**src/rtl/nexys_starship_lane_monsters.sv**
```systemverilog
// Multi-lane monster manager: LFSR-driven spawning, per-lane expiry timers,
// post-kill spawn cooldown, saturating kill score and INIT/PLAY/OVER game FSM.
module nexys_starship_lane_monsters #(
  parameter int          NUM_LANES    = 4,
  parameter int          TIMER_W      = 8,
  parameter int          TIMEOUT      = 200,
  parameter int          COOLDOWN     = 16,
  parameter int          SPAWN_THRESH = 8,
  parameter logic [15:0] SEED         = 16'hACE1,
  parameter int          SCORE_W      = 16
) (
  input  logic                 Clk,
  input  logic                 Reset_n,
  input  logic                 tick,
  input  logic                 play,
  input  logic [NUM_LANES-1:0] kill,
  output logic [NUM_LANES-1:0] lane_full,
  output logic [SCORE_W-1:0]   score,
  output logic                 game_over,
  output logic [2:0]           over_lane,
  output logic                 q_Init,
  output logic                 q_Play,
  output logic                 q_Over
);

  typedef enum logic [1:0] {
    S_INIT = 2'd0,
    S_PLAY = 2'd1,
    S_OVER = 2'd2
  } state_e;

  localparam logic [15:0]        SEED_EFF  = (SEED == 16'h0000) ? 16'hACE1 : SEED;
  localparam logic [7:0]         NL8       = 8'(NUM_LANES);
  localparam logic [8:0]         THR9      = 9'(SPAWN_THRESH);
  localparam logic [TIMER_W-1:0] TO_V      = TIMER_W'(TIMEOUT);
  localparam logic [TIMER_W-1:0] CD_V      = TIMER_W'(COOLDOWN);
  localparam logic [TIMER_W-1:0] ONE_T     = TIMER_W'(1);
  localparam logic [TIMER_W-1:0] ZERO_T    = TIMER_W'(0);
  localparam logic [SCORE_W-1:0] ONE_S     = SCORE_W'(1);
  localparam logic [SCORE_W-1:0] SCORE_MAX = '1;

  function automatic logic [15:0] lfsr_next(input logic [15:0] v);
    return (v >> 1) ^ (v[0] ? 16'hB400 : 16'h0000);
  endfunction

  state_e                              state_q, state_d;
  logic [15:0]                         lfsr_q, lfsr_d;
  logic [NUM_LANES-1:0]                full_q, full_d;
  logic [NUM_LANES-1:0][TIMER_W-1:0]   timer_q, timer_d;
  logic [NUM_LANES-1:0][TIMER_W-1:0]   cool_q, cool_d;
  logic [SCORE_W-1:0]                  score_q, score_d;
  logic [2:0]                          over_lane_q, over_lane_d;
  logic                                q_init_q, q_play_q, q_over_q;
  logic [7:0]                          target_s;
  logic [NUM_LANES-1:0]                spawn_s;
  logic                                expired_s;

  // Spawn roll from the pre-advance LFSR; decided on registered lane state only
  always_comb begin
    target_s = lfsr_q[15:8] % NL8;
    spawn_s  = '0;
    for (int i = 0; i < NUM_LANES; i++) begin
      spawn_s[i] = tick && ({1'b0, lfsr_q[7:0]} < THR9) && (target_s == 8'(i)) &&
                   !full_q[i] && (cool_q[i] == ZERO_T);
    end
  end

  // Next-state logic for the game FSM, lanes, score and LFSR
  always_comb begin
    state_d     = state_q;
    lfsr_d      = lfsr_q;
    full_d      = full_q;
    timer_d     = timer_q;
    cool_d      = cool_q;
    score_d     = score_q;
    over_lane_d = over_lane_q;
    expired_s   = 1'b0;
    case (state_q)
      S_INIT: begin
        if (play) begin
          state_d = S_PLAY;
          full_d  = '0;
          timer_d = '0;
          cool_d  = '0;
          score_d = '0;
        end else begin
          state_d = S_INIT;
        end
      end
      S_PLAY: begin
        for (int i = 0; i < NUM_LANES; i++) begin
          if (kill[i] && full_q[i]) begin
            full_d[i] = 1'b0;
            cool_d[i] = CD_V;
            score_d   = (score_d == SCORE_MAX) ? score_d : score_d + ONE_S;
          end else if (tick && full_q[i]) begin
            // Lowest-index expiry is reported; later ones are only noted
            if (timer_q[i] == ONE_T) begin
              over_lane_d = expired_s ? over_lane_d : 3'(i);
              expired_s   = 1'b1;
            end else begin
              timer_d[i] = timer_q[i] - ONE_T;
            end
          end else if (tick && (cool_q[i] != ZERO_T)) begin
            cool_d[i] = cool_q[i] - ONE_T;
          end else begin
            cool_d[i] = cool_d[i];
          end
          if (spawn_s[i]) begin
            full_d[i]  = 1'b1;
            timer_d[i] = TO_V;
          end else begin
            full_d[i] = full_d[i];
          end
        end
        state_d = expired_s ? S_OVER : S_PLAY;
      end
      S_OVER: begin
        state_d = play ? S_INIT : S_OVER;
      end
      default: begin
        state_d = S_INIT;
      end
    endcase
    if (tick) begin
      lfsr_d = lfsr_next(lfsr_q);
    end else begin
      lfsr_d = lfsr_q;
    end
  end

  // State registers and registered one-hot state outputs
  always_ff @(posedge Clk or negedge Reset_n) begin
    if (!Reset_n) begin
      state_q     <= S_INIT;
      lfsr_q      <= SEED_EFF;
      full_q      <= '0;
      timer_q     <= '0;
      cool_q      <= '0;
      score_q     <= '0;
      over_lane_q <= 3'd0;
      q_init_q    <= 1'b1;
      q_play_q    <= 1'b0;
      q_over_q    <= 1'b0;
    end else begin
      state_q     <= state_d;
      lfsr_q      <= lfsr_d;
      full_q      <= full_d;
      timer_q     <= timer_d;
      cool_q      <= cool_d;
      score_q     <= score_d;
      over_lane_q <= over_lane_d;
      q_init_q    <= (state_d == S_INIT);
      q_play_q    <= (state_d == S_PLAY);
      q_over_q    <= (state_d == S_OVER);
    end
  end

  assign lane_full = full_q;
  assign score     = score_q;
  assign over_lane = over_lane_q;
  assign game_over = q_over_q;
  assign q_Init    = q_init_q;
  assign q_Play    = q_play_q;
  assign q_Over    = q_over_q;

endmodule

```
**config.mk**
```make
export PLATFORM = sky130hd
export DESIGN_NAME = nexys_starship_lane_monsters
export DESIGN_NICKNAME = d
export VERILOG_FILES = /design/src/rtl/nexys_starship_lane_monsters.sv
export SDC_FILE = /design/constraint.sdc
export NUM_CORES = 1
export LEC_CHECK = 0
export ABC_AREA = 1
export ABC_CLOCK_PERIOD_IN_PS = 9200
export CORE_AREA = 10 10 196 198
export DETAILED_ROUTE_END_ITERATION = 16
export DIE_AREA = 0 0 206 208
export HOLD_SLACK_MARGIN = 0.15
export SLEW_MARGIN = 20
export SYNTH_ARGS = -nofsm -noshare
export SYNTH_HDL_FRONTEND = slang
export SYNTH_SLANG_ARGS = --single-unit
```
**constraint.sdc**
```tcl
create_clock -name Clk -period 9.2 [get_ports Clk]
set_input_delay 0.92 -clock Clk [delete_from_list [all_inputs] [get_ports Clk]]
set_output_delay 0.92 -clock Clk [all_outputs]
set_load 0.05 [all_outputs]
```
==> reports/qor.csv <==
stage,metric,value,unit
run_status,status,completed,
final_layout,drive_above_1_share,10.4,%
synth,mappedNetlistArea,8500,µm²
synth,synth_edf_count,0,
grt,grt_usage,10.6,%
timing,maxSlewHeadroom,40.8,%
placed_design,dp_worst_setup_slack,2.74,ns
synth,yosysSeqAreaShare,31.9,%
critical_path,cp_max_fo,25,
clock_tree,cts_setup_buffers,0,
critical_path,critPathKind,input port to register,
timing,setup_viol,0,
synth,syn-mean-instance-area,6.81,µm²
clock_tree,clock-root-buffer,clkbuf_16,
power_and_ir_drop,p_per_area,333,nW/µm²
critical_path,crit_top_cell,nand2_1,
grt,grt_start_max_net_pins,56,
floorplan,die-height,208,µm
power_and_ir_drop,power.total,3190,µW
clock_tree,clk_latency,0.37,ns
grt,grt-ovfl-total,0,
floorplan,initial_core_util,24.7,%
final_layout,antennaDiodeCount,0,
drt,dr.pass1.iters,5,
timing,finalHoldViolations,0,
critical_path,crit_path_top_delay_cell,clkdlybuf4s50_1,
synth,synth_cell_types,54,
timing,min_period,6.17,ns
grt,grt_pass1_vias,7602,
placed_design,place_area,9260,µm²
critical_path,start_kind,input port,
synth,ys_ff_latch,108,
synth,ys_warn_count,0,
floorplan,num_rows,68,
drt,ant_nets,0,
timing,hold_ws,0.472,ns
final_layout,fin_nets,1298,
min_path,hold_path.class,register to register,
floorplan,dieArea,42800,µm²
timing,fin_crit_sh,67.1,%
clock_tree,h-tree-depth,3,
placed_design,placement.io_buffers,34,
critical_path,crit_required,9.51,ns
synth,synth_cells,1247,
grt,antenna_found_initial,0,
placed_design,gp_routability_congestion,0.882,
timing,fmax,0.162,GHz
drt,drtIter0Drc,553,
floorplan,ios,35,
timing,slew_violations,0,
synth,synth_nets,1275,
power_and_ir_drop,ir_worst_vdd,0.147,mV
floorplan,core,34400,µm²
drt,num_vias,8160,
timing,worst_slew_pin_slew,0.887,ns
grt,grt_pass1_wl,37.8,mm
drt,drc,0,
floorplan,fp.dieW,206,µm
timing,tns,0,ns
final_layout,fin_area,9580,µm²
power_and_ir_drop,p_leak,0.00444,µW
critical_path,cp.arrival,6.48,ns
clock_tree,clockBufferDepth,2,
final_layout,syn2layout_area_growth,12.8,%
timing,grt_setup_unrepaired,false,
critical_path,endpoint_kind,register,
drt,routedWlPerCell,13.3,µm
clock_tree,cts-buffers-inserted,9,
clock_tree,cts_tree,done,
flow_run,drv_cap,0,
clock_tree,clk_pin_slew,0.08,ns
clock_tree,cts_hold_buf,0,
clock_tree,cts_resized,0,
timing,fin_skew,0.0131,ns
drt,postRouteWirelength,23.0,mm
critical_path,max_stage_delay,0.51,ns
synth,async_flop_share,100,%
timing,post-route-worst-setup-slack,3.03,ns
synth,synthFlopType,dfrtp_1,
clock_tree,cts.sinks,108,
drt,avgViaCountPerCell,4.72,
placed_design,post-dp-hpwl,17.5,mm
==> worst max-delay path, delay by kind of cell <==
family / cells / cell delay [ns]
simple gates: 25 / 3.60
buf+inv: 4 / 1.11
fa+ha+maj: 3 / 0.83
==> flip-flops by register name, indices dropped and copies added, names as in the netlist <==
signal and count:
lane_full 4, q_Play 1, over_lane 3, q_Init 1
timer_q 32, cool_q 32, state_q 2, score 16
lfsr_q 16, game_over 1
==> power breakdown <==
group	leakage [µW]	internal, µW	switching, µW
clock	0.000158	221	206
sequential	0.00135	673	184
combinational	0.00294	594	1320
total	0.00444	1490	1710
==> cell families (layout without fill, tap and decap cells) <==
logic type | Yosys count | in the layout | synth area share [%]
XOR/XNOR | 31 | 31 | 3.19
AND/OR/NAND/NOR | 744 | 744 | 42.0
AO/OA/AOI/OAI | 147 | 147 | 10.2
buffers and inverters | 197 | 225 | 9.69
flip-flops | 108 | 108 | 31.9
adder cells (fa/ha/maj) | 20 | 20 | 2.94
==> worst paths after layout <==
path	start	end	slack (ns)	cells after the start
max reg2reg	score[1]	score[13]	3.52	34
min reg2reg	lfsr_q[7]	lfsr_q[6]	0.47	2
min in group asynchronous	Reset_n	timer_q[12]	0.60	1
max	kill[0]	score[13]	3.03	32
min	lfsr_q[7]	lfsr_q[6]	0.47	2
max in group asynchronous	Reset_n	score[6]	7.41	2
==> per-layer routing <==
| layer | track usage [%] | vias up | share of wire (%) |
|---|---|---|---|
| li1 | - | 4119 | - |
| met1 | 14.3 | 3829 | 48 |
| met2 | 16.8 | 182 | 45 |
| met3 | 1.88 | 30 | 5.0 |
| met4 | 2.86 | 0 | 2.0 |
| met5 | 0 | - | 0 |
==> cell type report <==
| cell class | instances | area (µm²) |
|---|---|---|
| Clock buffer | 9 | 225 |
| Fill cell | 3818 | 24800 |
| Multi-Input combinational cell | 942 | 4970 |
| Timing Repair Buffer | 37 | 360 |
| Inverter | 172 | 648 |
| Sequential cell | 108 | 2710 |
| Clock inverter | 7 | 100 |
| Tap cell | 455 | 569 |
==> layout by cell type, fill, tap and decap left out, types with 3 or more instances in the layout <==
cell type        count
nor2_4              12
nand3b_1             6
nand2_1            337
nor3_1              21
nor3b_1              6
clkbuf_16            9
nand2_4              5
o21ai_1              4
xnor2_1              5
xor2_1              26
ha_1                20
buf_4                4
nand3_2             18
inv_1              155
o22ai_1             20
nand4_1             34
o21a_1               3
nand3_1            116
nand2_2             24
nor2_1             125
clkinv_1             5
clkdlybuf4s50_1     33
dfstp_2              9
or2_2                5
nand3_4              4
o31ai_1              4
nor4_1               9
nor2_2              18
a31oi_1              3
inv_2               11
o211ai_1             5
dfrtp_1             99
inv_6                3
o21ai_0             54
a21oi_1             36
o311ai_0             4
==> synthesized netlist by cell type (all sizes together) (3+ instances only) <==
cell / count / area share [%]
dfstp: 9 / 2.8
nor2: 156 / 8.6
xnor2: 5 / 0.52
o31ai: 4 / 0.35
nor3b: 6 / 0.53
nor3: 22 / 1.4
clkinv: 5 / 0.22
o22ai: 20 / 1.5
inv: 167 / 7.4
a21oi: 37 / 2.2
o21a: 3 / 0.26
nor4: 9 / 0.66
ha: 20 / 2.9
o311ai: 4 / 0.41
nand3: 138 / 9.8
xor2: 26 / 2.7
nand2: 366 / 17
clkbuf: 10 / 0.49
o21ai: 58 / 3.4
a21boi: 3 / 0.40
o211ai: 5 / 0.44
or2: 5 / 0.37
buf: 13 / 1.4
nand4: 35 / 2.8
dfrtp: 99 / 29
nand3b: 6 / 0.53
a31oi: 3 / 0.22
==> metrics by stage <==
| step | util [%] | instances |
|---|---|---|
| 6_report | 27.9 | 1730 |
| 5_1_grt | 27.9 | 1730 |
| 4_1_cts | 27.9 | 1730 |
| 3_5_place_dp | 26.9 | 1714 |
| 3_3_place_gp | 26.9 | 1714 |
| 2_1_floorplan | - | 1247 |
Note: power is estimated with default switching activity, not from simulation.
